===== src/rtl/instr_fetch_queue_pkg.sv =====
// rtl/instr_fetch_queue_pkg.sv - shared FSM states and default sizes for the instruction fetch queue
package instr_fetch_queue_pkg;

  localparam int AW_DEF    = 8;
  localparam int DW_DEF    = 8;
  localparam int DEPTH_DEF = 4;

  typedef enum logic [1:0] {
    IDLE = 2'd0,
    REQ  = 2'd1,
    DROP = 2'd2
  } fetch_state_t;

endpackage


===== src/rtl/fetch_fifo.sv =====
// rtl/fetch_fifo.sv - prefetch circular buffer holding {address, byte} pairs
module fetch_fifo
  import instr_fetch_queue_pkg::*;
#(
  parameter int W     = AW_DEF + DW_DEF,
  parameter int DEPTH = DEPTH_DEF
) (
  input  logic                       clk,
  input  logic                       reset,
  input  logic                       push,
  input  logic                       pop,
  input  logic                       flush,
  input  logic [W-1:0]               wdata,
  output logic [W-1:0]               rdata,
  output logic                       full,
  output logic                       empty,
  output logic [$clog2(DEPTH):0]     count
);

  localparam int PW = $clog2(DEPTH);
  localparam int CW = PW + 1;

  logic [W-1:0]  mem [DEPTH];
  logic [PW-1:0] wr_ptr;
  logic [PW-1:0] rd_ptr;
  logic          push_ok;
  logic          pop_ok;

  assign full    = (count == CW'(DEPTH));
  assign empty   = (count == '0);
  // a push into a full buffer is only legal when the head leaves in the same cycle
  assign push_ok = push & (~full | pop);
  assign pop_ok  = pop & ~empty;
  assign rdata   = mem[rd_ptr];

  // pointer/count/storage update; flush wins over push and pop, stale data left in place
  always_ff @(posedge clk or negedge reset) begin
    if (!reset) begin
      wr_ptr <= '0;
      rd_ptr <= '0;
      count  <= '0;
      for (int i = 0; i < DEPTH; i++) mem[i] <= '0;
    end else if (flush) begin
      rd_ptr <= wr_ptr;
      count  <= '0;
    end else begin
      if (push_ok) begin
        mem[wr_ptr] <= wdata;
        wr_ptr      <= wr_ptr + PW'(1);
      end
      if (pop_ok) rd_ptr <= rd_ptr + PW'(1);
      count <= count + CW'(push_ok) - CW'(pop_ok);
    end
  end

endmodule


===== src/rtl/instr_fetch_queue.sv =====
// rtl/instr_fetch_queue.sv - fetch FSM, fetch pointer and memory port feeding the prefetch buffer
module instr_fetch_queue
  import instr_fetch_queue_pkg::*;
#(
  parameter int AW    = AW_DEF,
  parameter int DW    = DW_DEF,
  parameter int DEPTH = DEPTH_DEF
) (
  input  logic          clk,
  input  logic          reset,
  input  logic          branch_valid,
  input  logic [AW-1:0] branch_target,
  output logic          mem_req,
  output logic [AW-1:0] mem_addr,
  input  logic          mem_ack,
  input  logic [DW-1:0] mem_rdata,
  output logic          instr_valid,
  output logic [DW-1:0] instr_data,
  output logic [AW-1:0] instr_pc,
  input  logic          instr_ready,
  output logic [AW-1:0] fetch_pc
);

  localparam int CW = $clog2(DEPTH) + 1;

  fetch_state_t  state, state_nxt;
  logic [AW-1:0] fetch_pc_nxt;
  logic [AW-1:0] mem_addr_nxt;
  logic          mem_req_nxt;
  logic [CW-1:0] count;
  logic          fifo_full;
  logic          fifo_empty;
  logic [AW+DW-1:0] head;
  logic          pop, ack, discard, push, room;
  logic [CW:0]   occ;

  assign pop     = instr_valid & instr_ready;
  assign ack     = mem_ack & mem_req;
  // data is thrown away in the branch cycle and for the request orphaned by a branch
  assign discard = branch_valid | (state == DROP);
  assign push    = ack & ~discard & (~fifo_full | pop);
  assign occ     = {1'b0, count} - {{CW{1'b0}}, pop} + {{CW{1'b0}}, push};
  assign room    = occ < (CW+1)'(DEPTH);

  assign instr_valid = ~fifo_empty;
  assign instr_pc    = head[AW+DW-1:DW];
  assign instr_data  = head[DW-1:0];

  fetch_fifo #(.W(AW + DW), .DEPTH(DEPTH)) u_fifo (
    .clk   (clk),
    .reset (reset),
    .push  (push),
    .pop   (pop),
    .flush (branch_valid),
    .wdata ({mem_addr, mem_rdata}),
    .rdata (head),
    .full  (fifo_full),
    .empty (fifo_empty),
    .count (count)
  );

  // next-state and memory-port decisions; a branch overrides everything else
  always_comb begin
    state_nxt    = state;
    fetch_pc_nxt = fetch_pc;
    mem_addr_nxt = mem_addr;
    mem_req_nxt  = mem_req;
    if (branch_valid) begin
      fetch_pc_nxt = branch_target;
      if ((state == REQ || state == DROP) && !ack) begin
        state_nxt = DROP;
      end else begin
        state_nxt    = REQ;
        mem_req_nxt  = 1'b1;
        mem_addr_nxt = branch_target;
      end
    end else begin
      case (state)
        IDLE: begin
          if (room) begin
            state_nxt    = REQ;
            mem_req_nxt  = 1'b1;
            mem_addr_nxt = fetch_pc;
          end
        end
        REQ: begin
          if (ack) begin
            fetch_pc_nxt = fetch_pc + AW'(1);
            if (room) begin
              mem_addr_nxt = fetch_pc + AW'(1);
            end else begin
              state_nxt   = IDLE;
              mem_req_nxt = 1'b0;
            end
          end
        end
        DROP: begin
          if (ack) begin
            if (room) begin
              state_nxt    = REQ;
              mem_addr_nxt = fetch_pc;
            end else begin
              state_nxt   = IDLE;
              mem_req_nxt = 1'b0;
            end
          end
        end
        default: begin
          state_nxt   = IDLE;
          mem_req_nxt = 1'b0;
        end
      endcase
    end
  end

  // state, fetch pointer and memory port registers
  always_ff @(posedge clk or negedge reset) begin
    if (!reset) begin
      state    <= IDLE;
      fetch_pc <= '0;
      mem_addr <= '0;
      mem_req  <= 1'b0;
    end else begin
      state    <= state_nxt;
      fetch_pc <= fetch_pc_nxt;
      mem_addr <= mem_addr_nxt;
      mem_req  <= mem_req_nxt;
    end
  end

endmodule


===== config.mk =====
export PLATFORM = sky130hd
export DESIGN_NAME = instr_fetch_queue
export DESIGN_NICKNAME = d
export VERILOG_FILES = /design/src/rtl/instr_fetch_queue_pkg.sv /design/src/rtl/fetch_fifo.sv /design/src/rtl/instr_fetch_queue.sv
export SDC_FILE = /design/constraint.sdc
export NUM_CORES = 1
export LEC_CHECK = 0
export ABC_AREA = 0
export ABC_CLOCK_PERIOD_IN_PS = 2800
export BUFFER_PORTS_ARGS = -buffer_cell sky130_fd_sc_hd__clkbuf_2
export CORE_MARGIN = 1.5
export CORE_UTILIZATION = 35
export CTS_BUF_LIST = sky130_fd_sc_hd__clkbuf_8 sky130_fd_sc_hd__clkbuf_16
export CTS_CLUSTER_DIAMETER = 30
export DETAILED_ROUTE_END_ITERATION = 8
export PLACE_DENSITY = 0.51
export RECOVER_POWER = 50
export SETUP_SLACK_MARGIN = 0.1
export SYNTH_ARGS = -nofsm -noshare
export SYNTH_HDL_FRONTEND = slang
export SYNTH_SLANG_ARGS = --single-unit

===== constraint.sdc =====
create_clock -name clk -period 2.8 [get_ports clk]
set_input_delay 0.42 -clock clk [delete_from_list [all_inputs] [get_ports clk]]
set_output_delay 0.42 -clock clk [all_outputs]
set_load 0.005 [all_outputs]

==> parameters.txt <==
Parameter                              Value

Outcome
  Status    finished clean

Synth
  Flip-flop cell with the highest count after synthesis    dfrtp_1
  Number of warnings issued by yosys    0
  Combinational family with the most area after synthesis    multiplexers
  Async set-or-reset flop fraction in the synthesized netlist    100.0%
  Adder-cell share of the synthesized area    3.689%
  Mux share of post-synthesis cell area    23.62%
  Flip-flop and latch count after synthesis    90
  Post-synthesis cell type count    50
  Synthesized cell area    4613 um^2
  Syn nets    408
  Area fraction in compound gates after synthesis    6.591%
  Sequential cell area fraction in the yosys report    48.82%
  Simple-gate area share of the yosys netlist    10.71%
  Synthesized area divided by synthesized cell count    12.33 um^2
  Number of flops mapped to enable cells by yosys    0
  Post-synthesis instance total    374
  Xor and xnor fraction of the mapped netlist area    3.228%

Global route
  Antenna violations before repair    0
  First-pass GRT wire length    16.37 mm
  Largest net degree at the start of global routing    51
  Number of global-route vias before repair    3235
  Total routing usage reported by global routing    15.14%
  Total overflow reported by the global router    0

Setup path
  R2r setup slk    100 ps
  Type of element launching the critical path    register
  Largest stage delay on the critical path    390 ps
  Max Fanout on Critical Path    5
  Critical-path cell list    or3_4 > and2_4 > ha_4 > inv_4 > ha_4 > nor2b_4 > nand4b_1 > buf_4 > o22a_1 > a31oi_4 > mux2_2
  Dominant delay contributor by cell family on the critical path    simple AND/OR/NAND/NOR gates
  Worst r2r dst    mem_addr[2]
  Arrival time worst endpoint    2930 ps
  Worst reg2reg path startpoint    u_fifo.count[2]
  Kind of capture point of the worst setup path    register
  Standard cell with the maximum stage delay on the critical path    or3_4
  Setup CP Type    register to register
  Required arrival time at the worst endpoint    3030 ps
  Crit path buffers/inverters    2
  Logic depth of the worst register-to-register path    11
  Worst path most repeated cell    ha_4

Die
  Die Area    13880 um^2
  Number of top-level pins    55
  Die Y    117.8 um
  Initial cell density of the core    36.26%
  Horizontal extent of the die    117.8 um
  Row count    41
  Core area    12720 um^2

Worst hold path
  Min-Delay Endpoint    fetch_pc[7]
  Hold path cells    3
  Worst min-delay path startpoint    branch_target[7]
  Hold crit path type    primary input to register

Clock network
  Max clock buf depth    2
  Clk slew on worst S/H paths    70 ps
  Cts bufs inserted    9
  Clk sinks    90
  H-tree level count    3
  TritonCTS clock tree    built
  Clock latency at the later pin of the worst-skew pair    350 ps
  Root Buffer Master    clkbuf_16

Run
  Number of max-cap violations    0

Power
  Fraction of power consumed by sequential logic    36.0%
  Internal power    0.004184 W
  Switching power summed over all nets    0.002175 W
  Switching share of power    34.20%
  Maximum vdd ir drop    0.4297 mV
  Combinational fraction of design power    43.5%
  Power share of the clock group    20.5%
  Pleak    2.453 nW
  Pwr per Cell Area    1153 nW/um^2

Cells and area
  Diode insertion count for antenna repair    0
  Share of cells above drive strength 1    40.41%
  Number of nets in the final layout    472
  Layout overhead on the synthesized area    19.53%

Drt
  Routed vias/inst    4.997
  Average detailed-routed wire length per instance    16.00 um
  Final antenna-violating net count    0
  Final routed wirelength across all metal layers    9.837 mm
  Number of vias in the routed layout    3073
  Detailed-routing iteration count for the pre-antenna-repair pass    4
  DRC violation count after routing    0
  Detailed Route Iter0 Violations    126

Placed design
  Number of I/O port buffers    54
  Detailed placement HPWL    6.595 mm
  Final GP Congestion    0.7713

Timing
  Final Cycle Share    96.52%
  Transition time at the pin with the least slew margin    1275 ps
  Setup-violating endpoint count in the final report    0
  Post-route setup TNS    0 ps
  Minimum period implied by the final worst setup slack    2702 ps
  Final hold violations    0
  Worst Skew    6.422 ps
  Highest clock frequency the design can meet    370.0 MHz
  RSZ-0062 raised after global routing    true
  Minimum hold slack    309.8 ps
  Headroom to the max-slew limit    15.00%
  Number of pins exceeding their max-slew limit in the final report    0
-- registers in the layout, summed over array words and instances, names as in the netlist --
signal,count
u_fifo.mem,64
state,2
mem_req,1
u_fifo.wr_ptr,2
u_fifo.rd_ptr,2
mem_addr,8
fetch_pc,8
u_fifo.count,3
-- power groups by stage --
stage | sequential (W) | combinational, W | clock, W
after global routing | 0.00239 | 0.00306 | 0.00139
after detailed placement | 0.00232 | 0.00267 | 0
after CTS | 0.00230 | 0.00271 | 0.00133
final | 0.00229 | 0.00277 | 0.00130
after floorplan | 0.00215 | 0.00196 | 0
after global placement | 0.00229 | 0.00265 | 0
-- what timing repair did --
| item | in CTS | in global routing |
|---|---|---|
| pin swaps | 2 | 7 |
| resized for setup | 3 | 9 |
| setup endpoints to repair | 6 | 11 |
| hold buffers | 0 | 0 |
| buffers inserted | 3 | 4 |
-- final cells by class --
type,count,area (um^2)
Clock inverter,7,92.59
Multi-Input combinational cell,250,2266
Timing Repair Buffer,72,404.1
Inverter,15,58.81
Tap cell,172,215.2
Sequential cell,90,2252
Clock buffer,9,225.2
Fill cell,1255,7208
-- cells in the mapped netlist, types with 2 or more instances --
cell	n	share of area, %
xor2_1	7	1.3
nand2_1	26	2.1
a211o_1	3	0.57
o21ai_0	23	2.5
dfrtp_1	90	49
buf_2	9	0.98
and2_1	2	0.27
mux4_2	16	7.8
nor2_1	15	1.2
a21oi_1	10	1.1
ha_1	12	3.3
clkbuf_1	7	0.57
mux2i_1	2	0.43
inv_1	14	1.1
mux2_2	63	15
or3_1	5	0.68
nor3_1	7	0.76
xnor2_1	10	1.9
nand2_2	4	0.54
nand4_1	5	0.68
nand3_1	11	1.2
buf_6	2	0.49
nor2b_1	4	0.54
-- worst max-delay path by stage --
stage                     from          end  cells after the start
2_1_floorplan  u_fifo.count[1]  mem_addr[0]                     10
3_3_place_gp   u_fifo.count[0]  mem_addr[4]                     10
3_5_place_dp   u_fifo.count[0]  mem_addr[1]                     10
4_1_cts        u_fifo.count[1]  mem_addr[0]                     10
5_1_grt        u_fifo.count[2]  mem_addr[1]                     11
6_report       u_fifo.count[2]  mem_addr[2]                     11
-- cells in the final DEF (no fill, tap or decap), types with 9 or more instances in the layout --
cell type  synthesis  layout
inv_1             14      13
clkbuf_2           0      46
clkbuf_1           7       9
o21ai_0           23      23
dfrtp_1           90      90
mux2_2            63      63
nand3_1           11      11
clkbuf_16          0       9
buf_4              0      16
nor2_1            15      15
xnor2_1           10      10
ha_1              12      10
mux4_2            16      16
a21oi_1           10      10
nand2_1           26      26
-- kinds of logic (layout without fill, tap and decap cells) --
kind of cell / count (synthesis) / count (layout)
AOI/OAI and AO/OA: 47 / 47
buffers and inverters: 34 / 103
xor gates and xnor gates: 17 / 17
and+or+nand+nor: 92 / 92
muxes: 81 / 81
adders and majority gates: 13 / 13
DFF: 90 / 90
-- metrics by stage --
stage	power (W)	cells	worst slack [ps]	util (%)	instance area, um^2
floorplan	0.004101	374	118.0	-	4613
global placement	0.004940	592	90.88	40.18	5111
detailed placement	0.004992	592	49.44	40.18	5111
CTS	0.006338	611	102.5	42.92	5460
global route	0.006840	615	17.21	43.34	5514
finish	0.006358	615	97.57	43.34	5514
-- worst reg2reg max path: stages, from the launching register on --
cell	delay, ps
dfrtp_1	380
or3_4	390
and2_4	160
ha_4	160
inv_4	60
ha_4	120
nor2b_4	150
nand4b_1	150
buf_4	170
o22a_1	230
a31oi_4	260
mux2_2	360
-- per-layer routing --
layer  global-route usage, %  vias to the layer above  part of all wire, %
li1                        -                     1469                    -
met1                   19.08                     1534                   45
met2                   25.44                       56                   49
met3                   2.665                       14                  3.2
met4                   6.860                        0                  2.1
met5                       0                        -                    0
No activity file was read; power rests on OpenSTA's default activity.
